===== config.mk =====
export PLATFORM = sky130hd
export DESIGN_NAME = pc_sequencer
export DESIGN_NICKNAME = d
export VERILOG_FILES = /design/src/rtl/pcseq_pkg.sv /design/src/rtl/pcseq_flush_ctr.sv /design/src/rtl/pc_sequencer.sv
export SDC_FILE = /design/constraint.sdc
export NUM_CORES = 1
export LEC_CHECK = 0
export BUFFER_PORTS_ARGS = -buffer_cell sky130_fd_sc_hd__buf_2
export CAP_MARGIN = 5
export CORE_MARGIN = 1
export CORE_UTILIZATION = 46
export CTS_BUF_LIST = sky130_fd_sc_hd__clkbuf_2 sky130_fd_sc_hd__clkbuf_4 sky130_fd_sc_hd__clkbuf_8
export CTS_CLUSTER_SIZE = 12
export DETAILED_ROUTE_END_ITERATION = 8
export PLACE_DENSITY = 0.76
export SLEW_MARGIN = 20
export SYNTH_ARGS = -nofsm -noshare
export SYNTH_HDL_FRONTEND = slang
export SYNTH_SLANG_ARGS = --single-unit

===== constraint.sdc =====
create_clock -name clk -period 1.8 [get_ports clk]
set_input_delay 0.36 -clock clk [delete_from_list [all_inputs] [get_ports clk]]
set_output_delay 0.36 -clock clk [all_outputs]
set_load 0.02 [all_outputs]

===== src/rtl/pcseq_pkg.sv =====
// Shared types for the program-counter sequencer.
// PCSEQ_ISIZE may be overridden by a global define of the same name.
`ifndef PCSEQ_ISIZE
`define PCSEQ_ISIZE 16
`endif

package pcseq_pkg;

  localparam int PCSEQ_ISIZE_DEF = `PCSEQ_ISIZE;

  localparam int FCW = 3;

  typedef enum logic [1:0] {
    ST_BOOT  = 2'd0,
    ST_RUN   = 2'd1,
    ST_FLUSH = 2'd2,
    ST_HALT  = 2'd3
  } state_t;

  typedef enum logic [1:0] {
    SRC_NONE = 2'd0,
    SRC_BR   = 2'd1,
    SRC_JMP  = 2'd2,
    SRC_TRAP = 2'd3
  } src_t;

endpackage


===== src/rtl/pcseq_flush_ctr.sv =====
// Loadable 3-bit down-counter timing the post-redirect bubble.
// Load wins over decrement; decrement saturates at zero.
module pcseq_flush_ctr
  import pcseq_pkg::*;
(
  input  logic           clk,
  input  logic           rst_n,
  input  logic           i_load,
  input  logic [FCW-1:0] i_load_val,
  input  logic           i_dec,
  output logic           o_zero
);

  logic [FCW-1:0] r_cnt;

  always_ff @(posedge clk or negedge rst_n) begin
    if (!rst_n) begin
      r_cnt <= '0;
    end else if (i_load) begin
      r_cnt <= i_load_val;
    end else if (i_dec && (r_cnt != '0)) begin
      r_cnt <= r_cnt - FCW'(1);
    end
  end

  assign o_zero = (r_cnt == '0);

endmodule


===== src/rtl/pc_sequencer.sv =====
// Program counter owner: increment, stall, redirect, halt, flush bubbles.
// Optional trap support (TRAP_VEC redirect, epc_o) under PCSEQ_TRAP_EN.
module pc_sequencer
  import pcseq_pkg::*;
#(
  parameter int               ISIZE        = PCSEQ_ISIZE_DEF,
  parameter logic [ISIZE-1:0] RESET_VEC    = '0,
  parameter int               FLUSH_CYCLES = 2,
  parameter logic [ISIZE-1:0] TRAP_VEC     = ISIZE'(16'h0010)
) (
  input  logic             clk,
  input  logic             rst,
  input  logic             stall_i,
  input  logic             br_taken_i,
  input  logic [ISIZE-1:0] br_target_i,
  input  logic             jmp_i,
  input  logic [ISIZE-1:0] jmp_target_i,
  input  logic             halt_i,
  input  logic             resume_i,
  input  logic             trap_i,
`ifdef PCSEQ_TRAP_EN
  output logic [ISIZE-1:0] epc_o,
`endif
  output logic [ISIZE-1:0] pc_o,
  output logic             fetch_valid_o,
  output logic             flush_o,
  output logic             halted_o,
  output logic [1:0]       state_o
);

  state_t           r_state;
  logic [ISIZE-1:0] r_pc;
  logic             r_fv;
  logic             r_flush;
  logic             r_halted;

  src_t             w_src;
  logic [ISIZE-1:0] w_target;
  logic             w_redir;
  logic             w_trap;
  logic             w_rf;
  logic             w_ctr_zero;

  assign w_rf = (r_state == ST_RUN) || (r_state == ST_FLUSH);

`ifdef PCSEQ_TRAP_EN
  assign w_trap = trap_i && (r_state != ST_BOOT);
`else
  logic w_unused;
  assign w_trap   = 1'b0;
  assign w_unused = ^{trap_i, TRAP_VEC};
`endif

  // Trap > branch > jump; branch/jump only count in RUN and FLUSH
  always_comb begin
    w_src    = SRC_NONE;
    w_target = r_pc;
    if (w_trap) begin
      w_src    = SRC_TRAP;
      w_target = TRAP_VEC;
    end else if (w_rf && br_taken_i) begin
      w_src    = SRC_BR;
      w_target = br_target_i;
    end else if (w_rf && jmp_i) begin
      w_src    = SRC_JMP;
      w_target = jmp_target_i;
    end
  end

  assign w_redir = (w_src != SRC_NONE);

  pcseq_flush_ctr u_ctr (
    .clk        (clk),
    .rst_n      (rst),
    .i_load     (w_redir),
    .i_load_val (FCW'(FLUSH_CYCLES - 1)),
    .i_dec      (r_state == ST_FLUSH),
    .o_zero     (w_ctr_zero)
  );

  always_ff @(posedge clk or negedge rst) begin
    if (!rst) begin
      r_state  <= ST_BOOT;
      r_pc     <= RESET_VEC;
      r_fv     <= 1'b0;
      r_flush  <= 1'b0;
      r_halted <= 1'b0;
    end else if (w_redir) begin
      r_state  <= ST_FLUSH;
      r_pc     <= w_target;
      r_fv     <= 1'b0;
      r_flush  <= 1'b1;
      r_halted <= 1'b0;
    end else begin
      unique case (r_state)
        ST_BOOT: begin
          r_state <= ST_RUN;
          r_fv    <= 1'b1;
        end
        ST_RUN: begin
          if (halt_i) begin
            r_state  <= ST_HALT;
            r_fv     <= 1'b0;
            r_halted <= 1'b1;
          end else if (!stall_i) begin
            r_pc <= r_pc + ISIZE'(1);
          end
        end
        ST_FLUSH: begin
          if (w_ctr_zero) begin
            r_state <= ST_RUN;
            r_fv    <= 1'b1;
            r_flush <= 1'b0;
          end
        end
        ST_HALT: begin
          if (resume_i) begin
            r_state  <= ST_RUN;
            r_fv     <= 1'b1;
            r_halted <= 1'b0;
          end
        end
        default: r_state <= ST_BOOT;
      endcase
    end
  end

`ifdef PCSEQ_TRAP_EN
  logic [ISIZE-1:0] r_epc;

  always_ff @(posedge clk or negedge rst) begin
    if (!rst) begin
      r_epc <= '0;
    end else if (w_src == SRC_TRAP) begin
      r_epc <= r_pc;
    end
  end

  assign epc_o = r_epc;
`endif

  assign pc_o          = r_pc;
  assign fetch_valid_o = r_fv;
  assign flush_o       = r_flush;
  assign halted_o      = r_halted;
  assign state_o       = r_state;

endmodule


After elaboration in Yosys (flattened, before gate mapping):

Cells that the tools add are included.

* bits of input ports: 40
* word-level logic and storage cells: 61
* register bits after elaboration: 24

* eq/ne operators: 9
* multiplexer cells: 27
* add/subtract/negate cells: 2
* reduce and logical (&&, ||, !) cells: 17

Operator list (number)
* $mux W16: 6
* $add A16 B1 Y16 const B: 1
* $mux W2: 6
* $mux W1: 10
* $reduce_bool A2 Y1: 5
* $ne A3 B2 Y1 const B: 3
* $pmux W2 S4: 1
* $mux W3: 2
* $reduce_and A3 Y1: 2
* $reduce_bool A3 Y1: 2
* $eq A2 B2 Y1 const B: 2
* $ne A2 B1 Y1 const B: 2
* $pmux W1 S4: 1
* $reduce_and A4 Y1: 1
* $logic_and A1 B1 Y1: 3
* $logic_not A3 Y1: 1
* $ne A3 B3 Y1 const B: 1
* $sub A3 B1 Y3 const B: 1
* $eq A2 B1 Y1 const B: 1
* $logic_not A2 Y1: 1
* $pmux W1 S2: 1
* $reduce_and A2 Y1: 1
* $logic_or A1 B1 Y1: 1

Longest topological paths before layout:

Gate-level depths: netlist of run 1.

* depth in word-level cells: 8
* mapped depth: 8
* depth with buffers taken out: 6

By module:

Synthesis of run 1 repeated with hierarchy kept, for this count alone.

* cells, all modules: 193
* area, all modules: 1627.8 um2

By module, submodules not included
* pc_sequencer: area an instance 1420.1 um2, seq. area each 525.5 um2, cells each 174, instances 1
* pcseq_flush_ctr: area an instance 207.7 um2, seq. area each 75.1 um2, cells each 19, instances 1

Worst setup path before layout of run 1:

No wires, ideal clock.

* path type: register to register
* start point: reg r_state[1], in the netlist state_o[1]
* end point: reg r_pc[13], in the netlist pc_o[13]
* clock period less this slack: 2066 ps
* path buffers: 1
* stages on the path, launching flop included: 8
* path slack: -266 ps
* library setup time: 87 ps
* arrival time: 1979 ps
* cells stage by stage: dfrtp_1 > inv_1 > ha_1 > or3b_1 > buf_6 > nor3_4 > or4b_1 > o211ai_1

* word-level cells in the longest chain between the ends: 8

Ends and longest elaborated chain
* start, declared: line pc_sequencer.sv:31 `state_t r_state;`
* start signal, assigned: line pc_sequencer.sv:83 `r_state <= ST_BOOT;`
* start signal, assigned: line pc_sequencer.sv:89 `r_state <= ST_FLUSH;`
* start signal, assigned: line pc_sequencer.sv:97 `r_state <= ST_RUN;`
* $eq A2 B1 Y1 / $eq A2 B2 Y1 (equally long branches): line pc_sequencer.sv:44, pc_sequencer.sv:95
* $logic_or A1 B1 Y1: line pc_sequencer.sv:44 `assign w_rf = (r_state == ST_RUN) || (r_state == ST_FLUSH);`
* $logic_and A1 B1 Y1: line pc_sequencer.sv:64 `end else if (w_rf && jmp_i) begin`
* $mux W2: line pc_sequencer.sv:64
* $mux W2: line pc_sequencer.sv:61 `end else if (w_rf && br_taken_i) begin`
* $reduce_bool A2 Y1: line pc_sequencer.sv:70 `assign w_redir = (w_src != SRC_NONE);`
* $ne A3 B3 Y1 (no line), or another cell as far along
* $reduce_and A4 Y1 (no line)
* end signal, assigned: line pc_sequencer.sv:90 `r_pc <= w_target;`
* end signal, assigned: line pc_sequencer.sv:106 `r_pc <= r_pc + ISIZE'(1);`
* end, declared: line pc_sequencer.sv:32 `logic [ISIZE-1:0] r_pc;`

Parallel ways exist; a longest one is shown, timed or not.
A chain may end at the register's enable or synchronous reset.

Final worst setup path of run 1:

* start point: reg r_state[1], in the netlist state_o[1]
* end point: reg r_pc[11], in the netlist pc_o[11]

Same word-level chain as after synthesis.

==> results by group, run 1 <==
Global routing
  • Pin count of the biggest net entering global routing: 25
  • GRT Total Usage: 22.4%
  • Residual overflow from global routing: 0
  • Initial antenna violation count: 0
  • Vias in the first global route: 1479
  • First-pass GRT wire length: 6.35 mm

Synthesis
  • Register area share after synthesis: 36.3%
  • Yosys cell types: 40
  • Area contributors post-synth: dfrtp_1 (36%), nand2_1 (6.3%), a21oi_1 (5.7%)
  • Post-Syn Area: 1660 sq um
  • Number of synthesized register bits: 24
  • Yosys Warn Count: 0
  • Top-area cell type share of the netlist area: 36.3%
  • Ys flop type: dfrtp_1
  • Synth Area per Inst: 8.63 sq um
  • Async set or reset register ratio after synthesis: 100%
  • Yosys top cell by area: dfrtp_1
  • Syn Nets: 238
  • EDFF count, synth: 0
  • Synth Instances: 192

Route
  • 1st-pass router iterations: 4
  • Total number of vias: 1659
  • 1st-iter DRT viols: 71
  • Post-DR wirelength/cell: 12.7 um
  • Met1 WL: 1.90 mm
  • Antenna viol nets, final: 0
  • Post-Route WL: 4.00 mm
  • DR WL met3: 182 um
  • DR top layer: met4
  • Avg Vias per Cell: 5.28
  • DR WL met2: 1.90 mm
  • DRC viols: 0

Clock tree
  • Clock tree root driver cell: clkbuf_4
  • Clk slew on worst S/H paths: 0.14 ns
  • CTS H-tree lvls: 1
  • Clock Sinks: 24
  • CTS Hold Buffers Added: 0
  • CTS tree: yes
  • Cts bufs inserted: 3
  • Clk buf depth: 2
  • Skew-Pair Late Insertion Delay: 0.32 ns

STA
  • Fin crit period: 1.78 ns
  • Final period util: 98.8%
  • Max Freq: 562 MHz
  • Slew Limit Fails: 0
  • Final setup viols: 0
  • Setup tns final: 0 ns
  • Final Hold Fails: 7
  • Relative slew slack: 63.3%
  • Max Clock Skew: 0.0110 ns
  • Worst Hold Slack: -0.00364 ns
  • Worst-Margin Slew: 0.551 ns
  • RSZ-0062 raised after global routing: true
  • Worst setup margin: 0.0219 ns

Die
  • Boundary Pins: 61
  • Core ar.: 3390 sq um
  • Num rows: 21
  • Die W: 62.0 um
  • Die area: 3850 sq um
  • Die H: 62.0 um
  • Initial core utilization: 48.9%

Finish
  • Reg area: 603 sq um
  • Filler cells: 283
  • Layout cells sized above 1: 40.7%
  • # nets final: 315
  • Multi-input gate area: 1000 sq um
  • Area growth syn-to-layout: 31.9%
  • # diodes: 0

Power
  • Total power: 3.80 mW
  • P_leak: 1.03 nW
  • Worst VDD drop: 0.000737 V
  • PwrDens: 1740 nW/um^2

Worst setup path
  • RR Startpoint: state_o[1]$_DFFE_PN0P_
  • Worst R2R Setup Slack: 0.02 ns
  • Critical path capture point type: flip-flop
  • Critical path class: flip-flop to flip-flop
  • CP Launch Point: state_o[1]$_DFFE_PN0P_
  • Critical Path RT: 2.01 ns
  • Critical Path AT: 1.99 ns
  • Critical Path Start Type: flip-flop
  • Worst-path fanout max: 6

Placement
  • Port bufs: 59
  • RePlAce Congestion: 0.878
  • Post-DP HPWL: 2.95 mm
  • Post-place setup slack: -0.0916 ns

Run
  • Max-Cap Viols: 0

Hold path
  • Worst Hold Class: input pin to async pin

Status
  • Status: finished, violations left
  • Failing checks: hold timing
[area by class of cell]
type                            instances  share of cell area [%]
Sequential cell                        24                    27.6
Inverter                                9                    1.55
Timing Repair Buffer                   81                    21.1
Multi-Input combinational cell        150                    45.8
Tap cell                               46                    2.63
Clock buffer                            4                    1.37
[routing by layer]
metal	track usage [%]	vias up
met5	0	-
met4	8.57	0
met3	2.07	2
met2	37.4	59
met1	30.1	762
li1	-	836
[power by group]
| part | total [mW] | internal, mW | switching (mW) |
|---|---|---|---|
| clock network | 0.271 | 0.102 | 0.170 |
| registers | 1.08 | 0.800 | 0.281 |
| logic | 2.44 | 1.14 | 1.31 |
[registers in the layout (all words and copies together) (netlist names)]
name,cells
fetch_valid_o,1
u_ctr.r_cnt,3
flush_o,1
halted_o,1
pc_o,16
state_o,2
[synthesized netlist by cell type (5+ instances only)]
library cell and n:
nand3_1 7, nand2_1 28, dfrtp_1 24, nand3b_1 6, nor4_1 5, nor3_1 6, inv_1 9, nor2_1 17
xnor2_1 6, a21oi_1 19, mux2_2 6, ha_1 6
[placed cells by master, fill, tap and decap left out, types with 3 or more instances in the layout]
master / n
xnor2_1: 6
a31oi_1: 3
buf_2: 59
nor2_1: 17
mux2i_1: 3
nand3_1: 7
nand3b_1: 6
buf_4: 22
xor2_1: 3
dfrtp_1: 22
nor3_1: 6
a21oi_1: 18
nor4_1: 4
nand2_1: 28
o21ai_0: 4
mux2_2: 6
clkbuf_4: 4
ha_1: 4
o211ai_1: 3
inv_1: 8
nand4_1: 4
[final timing paths]
kind	to	cells after the start
max	pc_o[11]$_DFFE_PN0P_	6
min	pc_o[5]$_DFFE_PN0P_	1
max reg2reg	pc_o[11]$_DFFE_PN0P_	6
min reg2reg	flush_o$_DFFE_PN0P_	2
max in group asynchronous	state_o[1]$_DFFE_PN0P_	1
min in group clk	pc_o[0]$_DFFE_PN0P_	3
[per-stage QoR]
step / utilization, % / hold slack, ns / std cells / cell area, sq um
global placement: 62.2 / 0.382 / 309 / 2110
finish: 64.5 / -0.00364 / 314 / 2180
CTS: 63.5 / 0.0177 / 313 / 2150
detailed placement: 62.2 / 0.386 / 309 / 2110
floorplan: - / 0.0644 / 192 / 1670
global route: 64.5 / 0.0335 / 314 / 2180
[worst max-delay path: stages (launching register included)]
cell	delay [ns]
dfrtp_2	0.43
inv_2	0.08
ha_4	0.12
or3b_4	0.43
nor4_1	0.36
xnor2_1	0.16
o22ai_1	0.09
[cells by family after synthesis]
kind of cell | synth area share [%]
compound gates | 15.1
simple gates | 27.0
mux | 5.89
xor+xnor | 4.76
buf+inv | 6.42
fa+ha+maj | 4.53
flops | 36.3
[what timing repair did]
action,4_1_cts,5_1_grt
pin swaps,1,1
buffers inserted,0,1
endpoints found under the setup margin,11,16
resized for setup,3,4
(Power assumes the default switching activity.)
==> inputs of run 2 (changes only) <==
--- a/config.mk
+++ b/config.mk
@@ -5,7 +5,7 @@
 export SDC_FILE = /design/constraint.sdc
 export NUM_CORES = 1
 export LEC_CHECK = 0
-export BUFFER_PORTS_ARGS = -buffer_cell sky130_fd_sc_hd__buf_2
+export BUFFER_PORTS_ARGS = -buffer_cell sky130_fd_sc_hd__buf_4
 export CAP_MARGIN = 5
 export CORE_MARGIN = 1
 export CORE_UTILIZATION = 46
==> run 2 against run 1 <==
Compared with the run above: the flow finishes with violations (setup timing); die area is the same; design area grew 9.1%; worst setup slack lost 0.047 ns; power grew 7.8%; clock skew shrank 0.0070 ns; sequential share of layout area shrank 2.3 points; first-iteration DRC count shrank 7.0%; combinational power grew 7%; cell count grew 0.96%; sequential power is essentially flat; flip-flop and latch count is the same; largest power group unchanged.
==> results by group, run 2 (same netlist as run 1, synthesis figures left out) <==
Clock tree
  • CTS H-tree lvls: 1
  • Skew-Pair Late Insertion Delay: 0.32 ns
  • Clk buf depth: 2
  • Cts bufs inserted: 3
  • Clock tree root driver cell: clkbuf_4
  • CTS tree: yes
  • Clk slew on worst S/H paths: 0.14 ns
  • Clock Sinks: 24

STA
  • RSZ-0062 raised after global routing: true
  • Final period util: 101%
  • Max Freq: 548 MHz
  • Worst setup margin: -0.0251 ns
  • Worst-Margin Slew: 0.432 ns
  • Max Clock Skew: 0.00401 ns
  • Final Hold Fails: 0
  • Fin crit period: 1.83 ns
  • Relative slew slack: 71.2%
  • Slew Limit Fails: 0
  • Final setup viols: 2

Finish
  • # diodes: 0
  • Layout cells sized above 1: 41.3%
  • Post-route design area: 2380 sq um
  • Most frequent cells in the layout: buf_4 (82), nand2_1 (27), dfrtp_1 (22)
  • # nets final: 318
  • Area growth syn-to-layout: 43.9%
  • Commonest non-fill, non-tap cell in the layout: buf_4
  • Util after Layout: 70.3%
  • Max reg flops: 16

Status
  • Failing checks: setup timing
  • Status: finished, violations left

Die
  • Die H: 62.0 um
  • Core ar.: 3390 sq um
  • Die W: 62.0 um
  • Die area: 3850 sq um
  • Num rows: 21
  • Boundary Pins: 61
  • Initial core utilization: 48.9%

Run
  • Max-Cap Viols: 0

Route
  • 1st-iter DRT viols: 66
  • Avg Vias per Cell: 5.26
  • Antenna viol nets, final: 0
  • Post-DR wirelength/cell: 13.1 um
  • Total number of vias: 1666
  • DRC viols: 0
  • 1st-pass router iterations: 4
  • Post-Route WL: 4.15 mm

Global routing
  • Initial antenna violation count: 0
  • Vias in the first global route: 1549
  • Residual overflow from global routing: 0
  • First-pass GRT wire length: 6.44 mm
  • GRT Total Usage: 22.7%
  • Pin count of the biggest net entering global routing: 25

Power
  • Clock power share: 9.7%
  • Comb pwr share: 63.6%
  • Sequential Power Share: 26.6%
  • P_leak: 1.09 nW
  • P_sw: 1.79 mW
  • Internal Power: 2.30 mW
  • PwrDens: 1720 nW/um^2
  • Total power: 4.09 mW
  • Sw frac: 43.8%
  • Worst VDD drop: 0.000997 V

Worst setup path
  • Buf/Inv on CP: 1
  • Slowest stage delay, CP: 0.45 ns
  • Critical path capture point type: flip-flop
  • Worst-path fanout max: 6
  • Critical Path AT: 2.07 ns
  • CP cell instances: inv_2, ha_4, or3b_4, nor3_4, or4b_1, o211ai_1
  • Critical path class: flip-flop to flip-flop
  • Critical Path RT: 2.04 ns
  • Slowest stage cell, crit path: or4b_1
  • Family with the most delay on the worst path: simple AND/OR/NAND/NOR gates
  • Critical Path Start Type: flip-flop

Placement
  • Placed Area: 2250 sq um
  • RePlAce Congestion: 0.874
  • Port bufs: 59
  • Post-DP HPWL: 3.06 mm

Hold path
  • Worst Hold Class: input pin to flip-flop
run 2: area by class of cell:
cell class / count / area, sq um
clock buffer: 3 / 22.5
tap: 46 / 57.6
fill: 293 / 1010
sequential: 24 / 603
timing repair buffer: 84 / 637
multi-input combinational: 150 / 1000
inverter: 9 / 33.8
clock inverter: 1 / 30.0
run 2: path summary, 6_finish.rpt:
path                                        start  cells past startpoint  slack [ns]                      to
max                        state_o[1]$_DFFE_PN0P_                      6       -0.03    pc_o[13]$_DFFE_PN0P_
min                                br_target_i[0]                      3        0.32     pc_o[0]$_DFFE_PN0P_
max reg2reg                state_o[1]$_DFFE_PN0P_                      6       -0.03    pc_o[13]$_DFFE_PN0P_
min reg2reg                   flush_o$_DFFE_PN0P_                      2        0.53     flush_o$_DFFE_PN0P_
max in group asynchronous                     rst                      2        1.09  state_o[1]$_DFFE_PN0P_
min in group asynchronous                     rst                      2        0.46     pc_o[0]$_DFFE_PN0P_
run 2: per-stage QoR:
| stage | setup TNS, ns | hold slack, ns | instances | setup WS (ns) |
|---|---|---|---|---|
| floorplan | -0.327 | 0.0644 | 192 | -0.202 |
| global placement | -0.0876 | 0.280 | 308 | -0.0862 |
| detailed placement | -0.178 | 0.277 | 308 | -0.125 |
| CTS | -0.0329 | 0.310 | 315 | -0.0329 |
| global route | -0.504 | 0.349 | 317 | -0.102 |
| finish | -0.0408 | 0.318 | 317 | -0.0251 |
run 2: power groups by stage:
stage	clock, mW	combinational (mW)	sequential, mW
floorplan	0	1.32	1.32
global placement	0	2.42	1.08
detailed placement	0	2.46	1.10
CTS	0.409	2.54	1.09
global route	0.422	2.87	1.13
finish	0.398	2.60	1.09
run 2: worst register-to-register path, delay by kind of cell (launching register included):
kind            cells  cell delay [ns]
buf+inv             1             0.07
fa+ha+maj           1             0.14
simple gates        3             1.00
flops               1             0.44
compound gates      1             0.10
run 2: repair_timing:
action,in CTS,in global routing
pin swaps,1,3
resized for setup,3,6
hold buffers,1,0
endpoints found under the hold margin,24,0
endpoints found under the setup margin,11,12
buffers inserted,2,2
run 2: per-layer routing:
layer | vias to the layer above | GRT usage, % | share of wire [%] | routed length (um)
met4 | 0 | 8.25 | 0.82 | 34
met2 | 69 | 39.4 | 48 | 1990
met1 | 755 | 29.1 | 45 | 1880
met3 | 4 | 2.48 | 5.9 | 246
li1 | 838 | - | - | -
met5 | - | 0 | 0 | 0
==> inputs of run 3 (changes only) <==
--- a/config.mk
+++ b/config.mk
@@ -8,11 +8,11 @@
 export BUFFER_PORTS_ARGS = -buffer_cell sky130_fd_sc_hd__buf_4
 export CAP_MARGIN = 5
 export CORE_MARGIN = 1
-export CORE_UTILIZATION = 46
+export CORE_UTILIZATION = 45
 export CTS_BUF_LIST = sky130_fd_sc_hd__clkbuf_2 sky130_fd_sc_hd__clkbuf_4 sky130_fd_sc_hd__clkbuf_8
 export CTS_CLUSTER_SIZE = 12
 export DETAILED_ROUTE_END_ITERATION = 8
-export PLACE_DENSITY = 0.76
+export PLACE_DENSITY = 0.75
 export SLEW_MARGIN = 20
 export SYNTH_ARGS = -nofsm -noshare
 export SYNTH_HDL_FRONTEND = slang
==> constraint.sdc (replaced) <==
create_clock -name clk -period 1.8 [get_ports clk]
set_input_delay 0.09 -clock clk [delete_from_list [all_inputs] [get_ports clk]]
set_output_delay 0.09 -clock clk [all_outputs]
set_load 0.02 [all_outputs]
==> run 3 against run 2 <==
Compared with the run above: the run now ends clean; cell count shrank 0.95%; via count grew 0.66%; count of clock-buffer cells in the layout grew 1; largest cell class unchanged; largest power group unchanged.
==> results by group, run 3 (same netlist as run 1, synthesis figures left out) <==
Placement
  • Placed Area: 2250 sq um
  • Post-DP HPWL: 3.20 mm
  • RePlAce Congestion: 0.801
  • Port bufs: 59
  • Post-place setup slack: -0.132 ns

STA
  • Max Freq: 556 MHz
  • Max Clock Skew: 0.00319 ns
  • Final period util: 100%
  • Setup tns final: 0 ns
  • Worst-Margin Slew: 0.423 ns
  • Final Hold Fails: 0
  • Worst setup margin: 0.000000444 ns
  • Final setup viols: 0
  • Worst Hold Slack: 0.106 ns
  • Slew Limit Fails: 0
  • RSZ-0062 raised after global routing: true
  • Relative slew slack: 71.8%
  • Fin crit period: 1.80 ns

Clock tree
  • Cts bufs inserted: 3
  • Clock tree root driver cell: clkbuf_8
  • Skew-Pair Late Insertion Delay: 0.28 ns
  • CTS H-tree lvls: 1
  • Clock Sinks: 24
  • Clk buf depth: 2
  • CTS tree: yes
  • Clk slew on worst S/H paths: 0.09 ns

Finish
  • Most frequent cells in the layout: buf_4 (80), nand2_1 (27), dfrtp_1 (22)
  • Filler cells: 307
  • Util after Layout: 69.2%
  • Reg area: 603 sq um
  • Layout cells sized above 1: 41.4%
  • Commonest non-fill, non-tap cell in the layout: buf_4
  • Max reg flops: 16
  • Post-route design area: 2380 sq um
  • # diodes: 0
  • # nets final: 315
  • Area growth syn-to-layout: 43.9%
  • Multi-input gate area: 1020 sq um

Route
  • Post-DR wirelength/cell: 13.7 um
  • DRC viols: 0
  • 1st-pass router iterations: 4
  • Antenna viol nets, final: 0
  • Total number of vias: 1677
  • Post-Route WL: 4.31 mm
  • 1st-iter DRT viols: 107
  • Avg Vias per Cell: 5.34

Power
  • Clock power share: 9.4%
  • Worst VDD drop: 0.000884 V
  • Sequential Power Share: 26.8%
  • P_leak: 1.11 nW
  • P_sw: 1.85 mW
  • PwrDens: 1720 nW/um^2
  • Sw frac: 45.1%
  • Comb pwr share: 63.8%
  • Internal Power: 2.25 mW

Die
  • Core ar.: 3440 sq um
  • Num rows: 21
  • Die H: 62.7 um
  • Die W: 62.7 um
  • Initial core utilization: 48.1%
  • Boundary Pins: 61
  • Die area: 3930 sq um

Worst setup path
  • Critical Path AT: 1.99 ns
  • Worst R2R Setup Slack: 0.0000004 ns
  • Worst-path fanout max: 5
  • Critical path class: flip-flop to flip-flop
  • Critical Path Start Type: flip-flop
  • Critical Path RT: 1.99 ns
  • Critical path capture point type: flip-flop

Global routing
  • Residual overflow from global routing: 0
  • Vias in the first global route: 1645
  • First-pass GRT wire length: 7.31 mm
  • GRT Total Usage: 23.1%
  • Pin count of the biggest net entering global routing: 25
  • Initial antenna violation count: 0

Hold path
  • Worst Hold Class: input pin to flip-flop

Run
  • Max-Cap Viols: 0

Status
  • Status: finished clean
## run 3: changes by cell type in the layout (fill, tap and decap cells not counted), sizes merged
cell	delta
clkbuf	+1
buf	-3
bufinv	-1
## run 3: area by class of cell
type	instances	area share [%]
tap	46	2.41
sequential	24	25.3
multi-input combinational	150	42.9
timing repair buffer	81	25.6
inverter	9	1.42
clock buffer	4	2.31
## run 3: worst paths after layout
| path | from | endpoint | depth (start not counted) |
|---|---|---|---|
| hold / removal | br_target_i[0] | pc_o[0]$_DFFE_PN0P_ | 3 |
| setup / recovery | state_o[1]$_DFFE_PN0P_ | pc_o[13]$_DFFE_PN0P_ | 6 |
| max in group asynchronous | rst | state_o[1]$_DFFE_PN0P_ | 2 |
| setup reg to reg | state_o[1]$_DFFE_PN0P_ | pc_o[13]$_DFFE_PN0P_ | 6 |
| hold reg to reg | flush_o$_DFFE_PN0P_ | flush_o$_DFFE_PN0P_ | 2 |
| min in group asynchronous | rst | u_ctr.r_cnt[1]$_DFFE_PN0P_ | 2 |
## run 3: stage by stage
| step | std cells | power, mW |
|---|---|---|
| floorplan | 192 | 2.64 |
| global placement | 308 | 3.52 |
| detailed placement | 308 | 3.56 |
| CTS | 314 | 3.99 |
| global route | 314 | 4.41 |
| finish | 314 | 4.09 |
## run 3: critical path, stage by stage (launching register included)
cell and delay [ns]:
dfrtp_2 0.42, inv_2 0.08, ha_4 0.13, or3b_4 0.41, nor3_4 0.12, or4b_1 0.46, o211ai_1 0.10
## run 3: layer usage
layer / share of wire (%) / routed length (um) / track usage [%]
met4: 1.5 / 64 / 10.5
met2: 49 / 2100 / 37.8
met3: 5.1 / 219 / 4.20
met1: 45 / 1930 / 29.6
met5: 0 / 0 / 0
## run 3: power groups by stage
stage | registers [mW] | logic (mW) | clock network [mW]
2_1_floorplan | 1.32 | 1.32 | 0
3_3_place_gp | 1.08 | 2.43 | 0
3_5_place_dp | 1.09 | 2.47 | 0
4_1_cts | 1.09 | 2.52 | 0.391
5_1_grt | 1.14 | 2.86 | 0.406
6_report | 1.10 | 2.61 | 0.383
## run 3: repair_timing
action	CTS	global route
pin swaps	1	2
hold endpoints to repair	24	0
hold buffers	1	0
gates resized for setup	5	8
buffers inserted	1	0
setup endpoints to repair	13	13
